**src/rtl/jtflane_pcm_arb.sv**
```systemverilog
// rtl/jtflane_pcm_arb.sv - round-robin arbiter sharing one SDRAM read port among four 007232 PCM ROM channels
// Optional watchdog on stalled SDRAM replies: define JTFLANE_PCMARB_WDOG_EN.
module jtflane_pcm_arb #(
  parameter int            AW   = 21,
  parameter logic [AW-1:0] OFFA = 21'h00000,
  parameter logic [AW-1:0] OFFB = 21'h20000,
  parameter logic [AW-1:0] OFFC = 21'h40000,
  parameter logic [AW-1:0] OFFD = 21'hC0000
)(
  input  logic          clk,
  input  logic          rstn,
  input  logic [16:0]   pcma_addr,
  input  logic [16:0]   pcmb_addr,
  input  logic [18:0]   pcmc_addr,
  input  logic [18:0]   pcmd_addr,
  input  logic          pcma_cs,
  input  logic          pcmb_cs,
  input  logic          pcmc_cs,
  input  logic          pcmd_cs,
  output logic [7:0]    pcma_dout,
  output logic [7:0]    pcmb_dout,
  output logic [7:0]    pcmc_dout,
  output logic [7:0]    pcmd_dout,
  output logic          pcma_ok,
  output logic          pcmb_ok,
  output logic          pcmc_ok,
  output logic          pcmd_ok,
  output logic [AW-1:0] rom_addr,
  output logic          rom_cs,
  input  logic [7:0]    rom_data,
`ifdef JTFLANE_PCMARB_WDOG_EN
  output logic          wdog_err,
`endif
  input  logic          rom_ok
);

  typedef enum logic {ST_IDLE, ST_WAIT} state_t;

  state_t        r_state, w_state_nxt;
  logic [18:0]   w_addr [4];
  logic [AW-1:0] w_off  [4];
  logic [3:0]    w_cs, w_hit, w_pend;
  logic [18:0]   r_lat  [4];
  logic [7:0]    r_d    [4];
  logic [3:0]    r_v;
  logic [1:0]    r_last, r_gnt, w_sel, w_idx;
  logic          w_grant, w_done, r_mask, r_rom_cs;
  logic [AW-1:0] r_rom_addr;
  logic [7:0]    w_data;
`ifdef JTFLANE_PCMARB_WDOG_EN
  logic [7:0]    r_wdog;
  logic          r_wdog_err, w_to;
`endif

  assign w_addr[0] = {2'b00, pcma_addr};
  assign w_addr[1] = {2'b00, pcmb_addr};
  assign w_addr[2] = pcmc_addr;
  assign w_addr[3] = pcmd_addr;
  assign w_off[0]  = OFFA;
  assign w_off[1]  = OFFB;
  assign w_off[2]  = OFFC;
  assign w_off[3]  = OFFD;
  assign w_cs      = {pcmd_cs, pcmc_cs, pcmb_cs, pcma_cs};

  always_comb begin
    for (int i = 0; i < 4; i++) begin
      w_hit[i]  = w_cs[i] && r_v[i] && (w_addr[i] == r_lat[i]);
      w_pend[i] = w_cs[i] && !w_hit[i];
    end
  end

  // Scan downwards so the channel right after r_last is assigned last and wins.
  always_comb begin
    w_sel = r_last;
    w_idx = r_last;
    for (int k = 4; k >= 1; k--) begin
      w_idx = r_last + 2'(k);
      if (w_pend[w_idx]) w_sel = w_idx;
    end
  end

  always_comb begin
    w_state_nxt = r_state;
    w_grant     = 1'b0;
    w_done      = 1'b0;
`ifdef JTFLANE_PCMARB_WDOG_EN
    w_to        = 1'b0;
`endif
    case (r_state)
      ST_IDLE: begin
        if (|w_pend) begin
          w_grant     = 1'b1;
          w_state_nxt = ST_WAIT;
        end
      end
      ST_WAIT: begin
        if (!r_mask && rom_ok) begin
          w_done      = 1'b1;
          w_state_nxt = ST_IDLE;
        end
`ifdef JTFLANE_PCMARB_WDOG_EN
        else if (r_wdog == 8'hFF) begin
          w_done      = 1'b1;
          w_to        = 1'b1;
          w_state_nxt = ST_IDLE;
        end
`endif
      end
      default: w_state_nxt = ST_IDLE;
    endcase
  end

`ifdef JTFLANE_PCMARB_WDOG_EN
  assign w_data = w_to ? 8'h00 : rom_data;
`else
  assign w_data = rom_data;
`endif

  always_ff @(posedge clk or negedge rstn) begin
    if (!rstn) begin
      r_state    <= ST_IDLE;
      r_rom_cs   <= 1'b0;
      r_rom_addr <= '0;
      r_mask     <= 1'b0;
      r_v        <= '0;
      r_last     <= 2'd3;
      r_gnt      <= 2'd0;
      for (int i = 0; i < 4; i++) begin
        r_lat[i] <= '0;
        r_d[i]   <= '0;
      end
    end else begin
      r_state  <= w_state_nxt;
      r_rom_cs <= (w_state_nxt == ST_WAIT);
      // The first WAIT cycle may still carry rom_ok from the previous slot.
      r_mask   <= w_grant;
      if (w_grant) begin
        r_gnt        <= w_sel;
        r_lat[w_sel] <= w_addr[w_sel];
        r_v[w_sel]   <= 1'b0;
        r_rom_addr   <= w_off[w_sel] + AW'(w_addr[w_sel]);
      end
      if (w_done) begin
        r_d[r_gnt] <= w_data;
        r_v[r_gnt] <= 1'b1;
        r_last     <= r_gnt;
      end
    end
  end

`ifdef JTFLANE_PCMARB_WDOG_EN
  always_ff @(posedge clk or negedge rstn) begin
    if (!rstn) begin
      r_wdog     <= 8'd0;
      r_wdog_err <= 1'b0;
    end else begin
      r_wdog <= (r_state == ST_WAIT) ? r_wdog + 8'd1 : 8'd0;
      if (w_to) r_wdog_err <= 1'b1;
    end
  end
  assign wdog_err = r_wdog_err;
`endif

  assign rom_cs    = r_rom_cs;
  assign rom_addr  = r_rom_addr;
  assign pcma_dout = r_d[0];
  assign pcmb_dout = r_d[1];
  assign pcmc_dout = r_d[2];
  assign pcmd_dout = r_d[3];
  assign pcma_ok   = w_hit[0];
  assign pcmb_ok   = w_hit[1];
  assign pcmc_ok   = w_hit[2];
  assign pcmd_ok   = w_hit[3];

endmodule

```
**config.mk**
```make
export PLATFORM = sky130hd
export DESIGN_NAME = jtflane_pcm_arb
export DESIGN_NICKNAME = d
export VERILOG_FILES = /design/src/rtl/jtflane_pcm_arb.sv
export SDC_FILE = /design/constraint.sdc
export NUM_CORES = 1
export LEC_CHECK = 0
export BUFFER_PORTS_ARGS = -buffer_cell sky130_fd_sc_hd__buf_2
export CAP_MARGIN = 10
export CORE_ASPECT_RATIO = 1.75
export CORE_MARGIN = 1
export CORE_UTILIZATION = 45
export CTS_CLUSTER_DIAMETER = 150
export DETAILED_ROUTE_END_ITERATION = 10
export GPL_ROUTABILITY_DRIVEN = 0
export GPL_TIMING_DRIVEN = 0
export HOLD_SLACK_MARGIN = 0.15
export PLACE_DENSITY_LB_ADDON = 0.05
export RECOVER_POWER = 50
export SYNTH_ARGS = -nofsm -noshare
export SYNTH_HDL_FRONTEND = slang
export SYNTH_SLANG_ARGS = --single-unit
```
**constraint.sdc**
```tcl
create_clock -name clk -period 3.5 [get_ports clk]
set_input_delay 0.875 -clock clk [delete_from_list [all_inputs] [get_ports clk]]
set_output_delay 0.875 -clock clk [all_outputs]
set_load 0.005 [all_outputs]
```
# After elaboration in Yosys (flattened, before gate mapping)
# Cells that the tools add are included.
op_classes:
  bitwise_logic: 6
  n_lt_le_gt_ge: 11
  muxes: 33
  n_addsub: 4
  n_eq_ne: 4
  reduce_logical: 23
op_table:
  columns: ["operator", "count"]
  rows:
  - ["bitwise mux 76 bit", 1]
  - ["2-to-1 mux 19 bit", 3]
  - ["binary-select mux 21 bit (select 2 bit)", 1]
  - ["2-to-1 mux 21 bit", 2]
  - ["binary-select mux 19 bit (select 2 bit)", 1]
  - ["demux 19 bit (select 2 bit)", 1]
  - ["equality test 17 x 19 -> 1 bit", 2]
  - ["equality test 19 bit", 2]
  - ["bitwise mux 32 bit", 1]
  - ["adder 21 x 19 -> 21 bit", 1]
  - ["logical AND 1 bit", 17]
  - ["demux 8 bit (select 2 bit)", 1]
  - ["less-than comparator 2 x 3 -> 1 bit (second input constant)", 5]
  - ["2-to-1 mux 1 bit", 10]
  - ["2-to-1 mux 4 bit", 2]
  - ["2-to-1 mux 8 bit", 1]
  - ["binary-select mux 1 bit (select 2 bit)", 3]
  - ["greater-or-equal comparator 3 bit (second input constant)", 2]
  - ["less-than comparator 3 x 1 -> 1 bit (second input constant)", 2]
  - ["2-to-1 mux 2 bit", 3]
  - ["NOT 2 -> 3 bit", 2]
  - ["zero test 1 bit", 5]
  - ["adder 2 bit (second input constant)", 2]
  - ["AND 4 bit", 1]
  - ["8 further kinds", 10]
totals:
  ff_bits: 139
  elab_cells: 95

# Logic depth before layout (Yosys ltp)
depth:
  word_depth: 18
  mapped_depth: 15

# Least setup slack after synthesis
# OpenSTA, ideal clock, no wires.
synth_path:
  path_type: "input to register"
  from: "in pcmd_addr[11]"
  to: "reg r_rom_addr[19], in the netlist rom_addr[19]"
  path_slack_ps: -17
  path_buffers: 2
  stages: 14
  t_arrival_ps: 3391
  setup_time_ps: 126
  required_time_ps: 3374
  cell_sequence: "xor2_1 -> nor4_1 -> nand3_1 -> o21ai_1 -> o221ai_1 -> nand3_1 -> buf_2 -> clkbuf_1 -> nor2_1 -> ha_1 -> ha_1 -> nand2b_1 -> a21oi_1 -> o31ai_1"
synth_via:
  elab_chain_len: 14
  word_cells_on_any_way: 24
  classes_between: "add/sub: 1; eq/ne: 1; mux: 17; bitwise: 1; reduce/logical: 4"
synth_lines:
  columns: ["item", "line_no", "source"]
  rows:
  - ["start: declaration", "15", "input logic [18:0] pcmd_addr,"]
  - ["equality test 19 bit", "67", "w_hit[i] = w_cs[i] && r_v[i] && (w_addr[i] == r_lat[i]);"]
  - ["logical AND 1 bit", "67", null]
  - ["zero test 1 bit", "68", "w_pend[i] = w_cs[i] && !w_hit[i];"]
  - ["logical AND 1 bit", "68", null]
  - ["binary-select mux 1 bit (select 2 bit)", "78", "if (w_pend[w_idx]) w_sel = w_idx;"]
  - ["2-to-1 mux 1 bit (not written as such)", "78", null]
  - ["2-to-1 mux 2 bit (3 in series)", "78", null]
  - ["NOT 2 -> 3 bit (not written as such)", "141", "r_rom_addr <= w_off[w_sel] + AW'(w_addr[w_sel]);"]
  - ["binary-select mux 21 bit (select 2 bit) or binary-select mux 19 bit (select 2 bit) (tied branches)", "141", null]
  - ["2-to-1 mux 21 bit (not written as such) or 2-to-1 mux 19 bit (tied branches) (2 in series)", "141", null]
  - ["adder 21 x 19 -> 21 bit", "141", null]
  - ["end signal: assignment", "141", null]
  - ["end: declaration", "48", "logic [AW-1:0] r_rom_addr;"]
# Several ways; a longest one is shown, not always the timed one. The select of a mux whose other input is x is not followed.
# A chain may end at the register's enable or synchronous reset.

# Worst setup path in the final report
layout_path:
  from: "in pcmc_addr[5]"
  to: "reg r_rom_addr[19], in the netlist rom_addr[19]"
layout_via:
  elab_chain_len: 14
  word_cells_on_any_way: 24
  classes_between: "add/sub: 1; eq/ne: 1; mux: 17; bitwise: 1; reduce/logical: 4"
layout_lines:
  columns: ["item", "line_no", "source"]
  rows:
  - ["start: declaration", "14", "input logic [18:0] pcmc_addr,"]
  - ["equality test 19 bit", "67", null]
  - ["logical AND 1 bit", "67", null]
  - ["zero test 1 bit", "68", null]
  - ["logical AND 1 bit", "68", null]
  - ["binary-select mux 1 bit (select 2 bit)", "78", null]
  - ["2-to-1 mux 1 bit (not written as such)", "78", null]
  - ["2-to-1 mux 2 bit (3 in series)", "78", null]
  - ["NOT 2 -> 3 bit (not written as such)", "141", null]
  - ["binary-select mux 21 bit (select 2 bit) or binary-select mux 19 bit (select 2 bit) (tied branches)", "141", null]
  - ["2-to-1 mux 21 bit (not written as such) or 2-to-1 mux 19 bit (tied branches) (2 in series)", "141", null]
  - ["adder 21 x 19 -> 21 bit", "141", null]
# Several ways; a longest one is shown, not always the timed one. The select of a mux whose other input is x is not followed.

==> impl_metrics.tcl <==
set metrics [dict create \
    layout.cells.non_filler 1122 \
    vias_per_cell 6.08 \
    worstSetupEndpointType "flop" \
    violations "capacitance limit, slew limit" \
    regArea_um2 3480 \
    path_class "in -> reg" \
    fp-row-count 62 \
    cellLeakagePower_nw 4.13 \
    fmax_ghz 0.288 \
    drt-initial-drc-count 478 \
    holdBufCountCts 0 \
    syn2layout_area_growth_pct 25.3 \
    cts_max_level 4 \
    cts_buffer_depth 2 \
    routed_wirelength_mm 26.1 \
    synthFlopType "dfrtp_1" \
    async_flop_share_pct 100 \
    final_common_cell "buf_2" \
    die_w_um 99.7 \
    first_global_vias 7170 \
    start_kind "primary input" \
    pwr-share-clk_pct 20.3 \
    worst_ir_drop_vdd_mv 0.446 \
    fin_nets 974 \
    rsz0062_at_grt "yes" \
    grt_pass1_wl_mm 40.1 \
    dieArea_um2 17200 \
    netlist.top_cell.by_area "dfrtp_1" \
    cts_tree "done" \
    finalInstanceArea_um2 9410 \
    synth.avg_cell_area_um2 10.6 \
    core_um2 16400 \
    dp_hpwl_mm 20.0 \
    place_area_um2 8560 \
    clk_pin_slew_ps 60 \
    layout-drive-gt1-share_pct 36.7 \
    cts_buffers 17 \
    route.met3.wl_mm 1.51 \
    p_switching_mw 3.67 \
    synth_area_um2 7510 \
    clock_skew_ps 15.3 \
    r2r-start "r_lat[56]" \
    grt.overflow.total 0 \
    wl_per_cell_um 23.3 \
    p_int_mw 5.04 \
    num-fill-cells 1511 \
    synth_edf_count 0 \
    synth_top_area_share_pct 45.6 \
    crit_arrival_ps 3790 \
    ant_nets 0 \
    seq_area_frac_synth_pct 46.3 \
    clock_latency_ps 430 \
    setup_viol_count_final 0 \
    grt_antenna_before_repair 0 \
    grt_max_degree 90 \
    power_density_nw_per_um2 926 \
    clock_sinks 139 \
    synthCells 709 \
    holdCritStartpoint "rom_addr[4]" \
    worst_slew_pin_slew_ps 2930 \
    max_cap_viol_count 1 \
    min_period_ps 3470 \
    io_buffers 144 \
    dr.pass1.iters 5 \
    netSwitchingFraction_pct 42.1 \
    post-route-drc-count 0 \
    timing.final.ws_setup_ps 28.3 \
    drt-met1-wl_mm 9.33 \
    hold_path.class "reg -> reg" \
    start_util_pct 45.9 \
    timing.slew.headroom_pct -95.3 \
    seqPwrFrac_pct 32.8 \
    yosys_warnings 0 \
    wl_met2_mm 13.2 \
    required_ps 3810 \
    place_ws_ps -963 \
    grt_util_all_layers_pct 31.3 \
    pin_count 145 \
    ys_types 59 \
    fin_setup_tns_ps 0 \
    slew_viol_final 51 \
    final_core_util_pct 57.5 \
    final_hold_viol_count 0 \
    vias 6821 \
    final_cell_mix "buf_2 (152), dfrtp_1 (137), o31ai_1 (97)" \
    routed.top_layer "met4" \
    post-route-period-util_pct 99.2 \
    root_buffer "clkbuf_16" \
    syn_nets 798 \
    status "complete, but fails checks" \
    power.share.combinational_pct 46.9 \
    startpoint "pcmc_addr[5]" \
    synth-seq-cells 139 \
    synth_area_leaders "dfrtp_1 (46%), o31ai_1 (9.7%), xor2_1 (7.2%)" \
    diodes 0 \
    dieHeight_um 173 \
    multiInputGateArea_um2 3880 \
    path_max_fanout 3 \
    placed_cells 1078 \
]
## worst paths after layout
path                                     end  slack (ps)  cells after the start
worst max-delay path            rom_addr[19]          30                     14
worst min-delay path             rom_addr[4]         470                      2
worst max register to register  rom_addr[19]         110                     13
worst min register to register   rom_addr[4]         470                      2
max in group asynchronous          r_lat[65]         440                      1
min in group asynchronous          r_lat[25]        1390                      1
## Yosys cell counts, types with 9 or more instances
library cell	count
nor4_1	23
o31ai_2	12
dfrtp_1	137
nand3_1	44
nand2_1	30
and3_4	21
o31ai_1	97
nor2_1	9
xnor2_1	10
mux2_2	34
xor2_1	62
o21ai_0	95
clkbuf_1	17
and3_1	15
buf_2	22
## logic make-up (layout without fill, tap and decap cells)
group                    after synthesis  after routing  synth area share [%]
multiplexers                          36             36                  5.43
AND/OR/NAND/NOR                      173            173                  14.4
AO/OA/AOI/OAI                        229            229                  21.0
adder cells (fa/ha/maj)                2              2                 0.333
XOR/XNOR                              72             72                  8.39
flip-flops                           139            139                  46.3
buffers and inverters                 58            247                  4.15
## per-layer routing
layer | up-vias | GRT usage, %
li1 | 3012 | -
met2 | 345 | 52.4
met1 | 3354 | 34.4
met4 | 0 | 23.8
met3 | 110 | 6.10
met5 | - | 0
## sequential cells by signal, indices dropped and copies added, names as in the netlist
register / count
pcma_dout: 8
r_mask: 1
rom_cs: 1
r_gnt: 2
pcmd_dout: 8
r_lat: 76
r_v: 4
pcmb_dout: 8
r_last: 2
rom_addr: 21
pcmc_dout: 8
## area by class of cell
cell class,instances,share of cell area (%)
inverter,7,0.279
clock inverter,14,1.42
clock buffer,18,4.67
timing repair buffer,159,9.23
multi-input combinational,512,41.3
buffer,49,3.18
sequential,139,37.0
tap,224,2.98
## power by group through the flow
stage	logic, mW	registers, mW	clock network (mW)
final	4.09	2.86	1.77
after global routing	4.40	2.94	1.85
after CTS	3.93	2.84	1.79
after detailed placement	3.84	2.86	0
after global placement	3.75	2.83	0
after floorplan	2.42	2.79	0
## repair_timing
item	in CTS	in global routing
cloned	0	0
buffers inserted	5	9
gates resized for setup	17	29
pin swaps	2	17
endpoints found under the setup margin	4	11
## critical path, stage by stage
cell and delay (ps):
buf_8 100, xnor2_2 140, nand4_1 160, or4_4 620
o21a_4 250, o311ai_4 340, nor2_2 100, mux2i_2 290
nor2_1 120, ha_2 220, ha_4 160, nand4_1 70
a21oi_1 80, o31ai_1 250
## metrics by stage
step	power [mW]	hold WS (ps)
4_1_cts	8.56	404
5_1_grt	9.19	495
6_report	8.72	475
3_3_place_gp	6.57	462
3_5_place_dp	6.69	463
2_1_floorplan	5.20	445
Power figures use the tool's default switching activity.
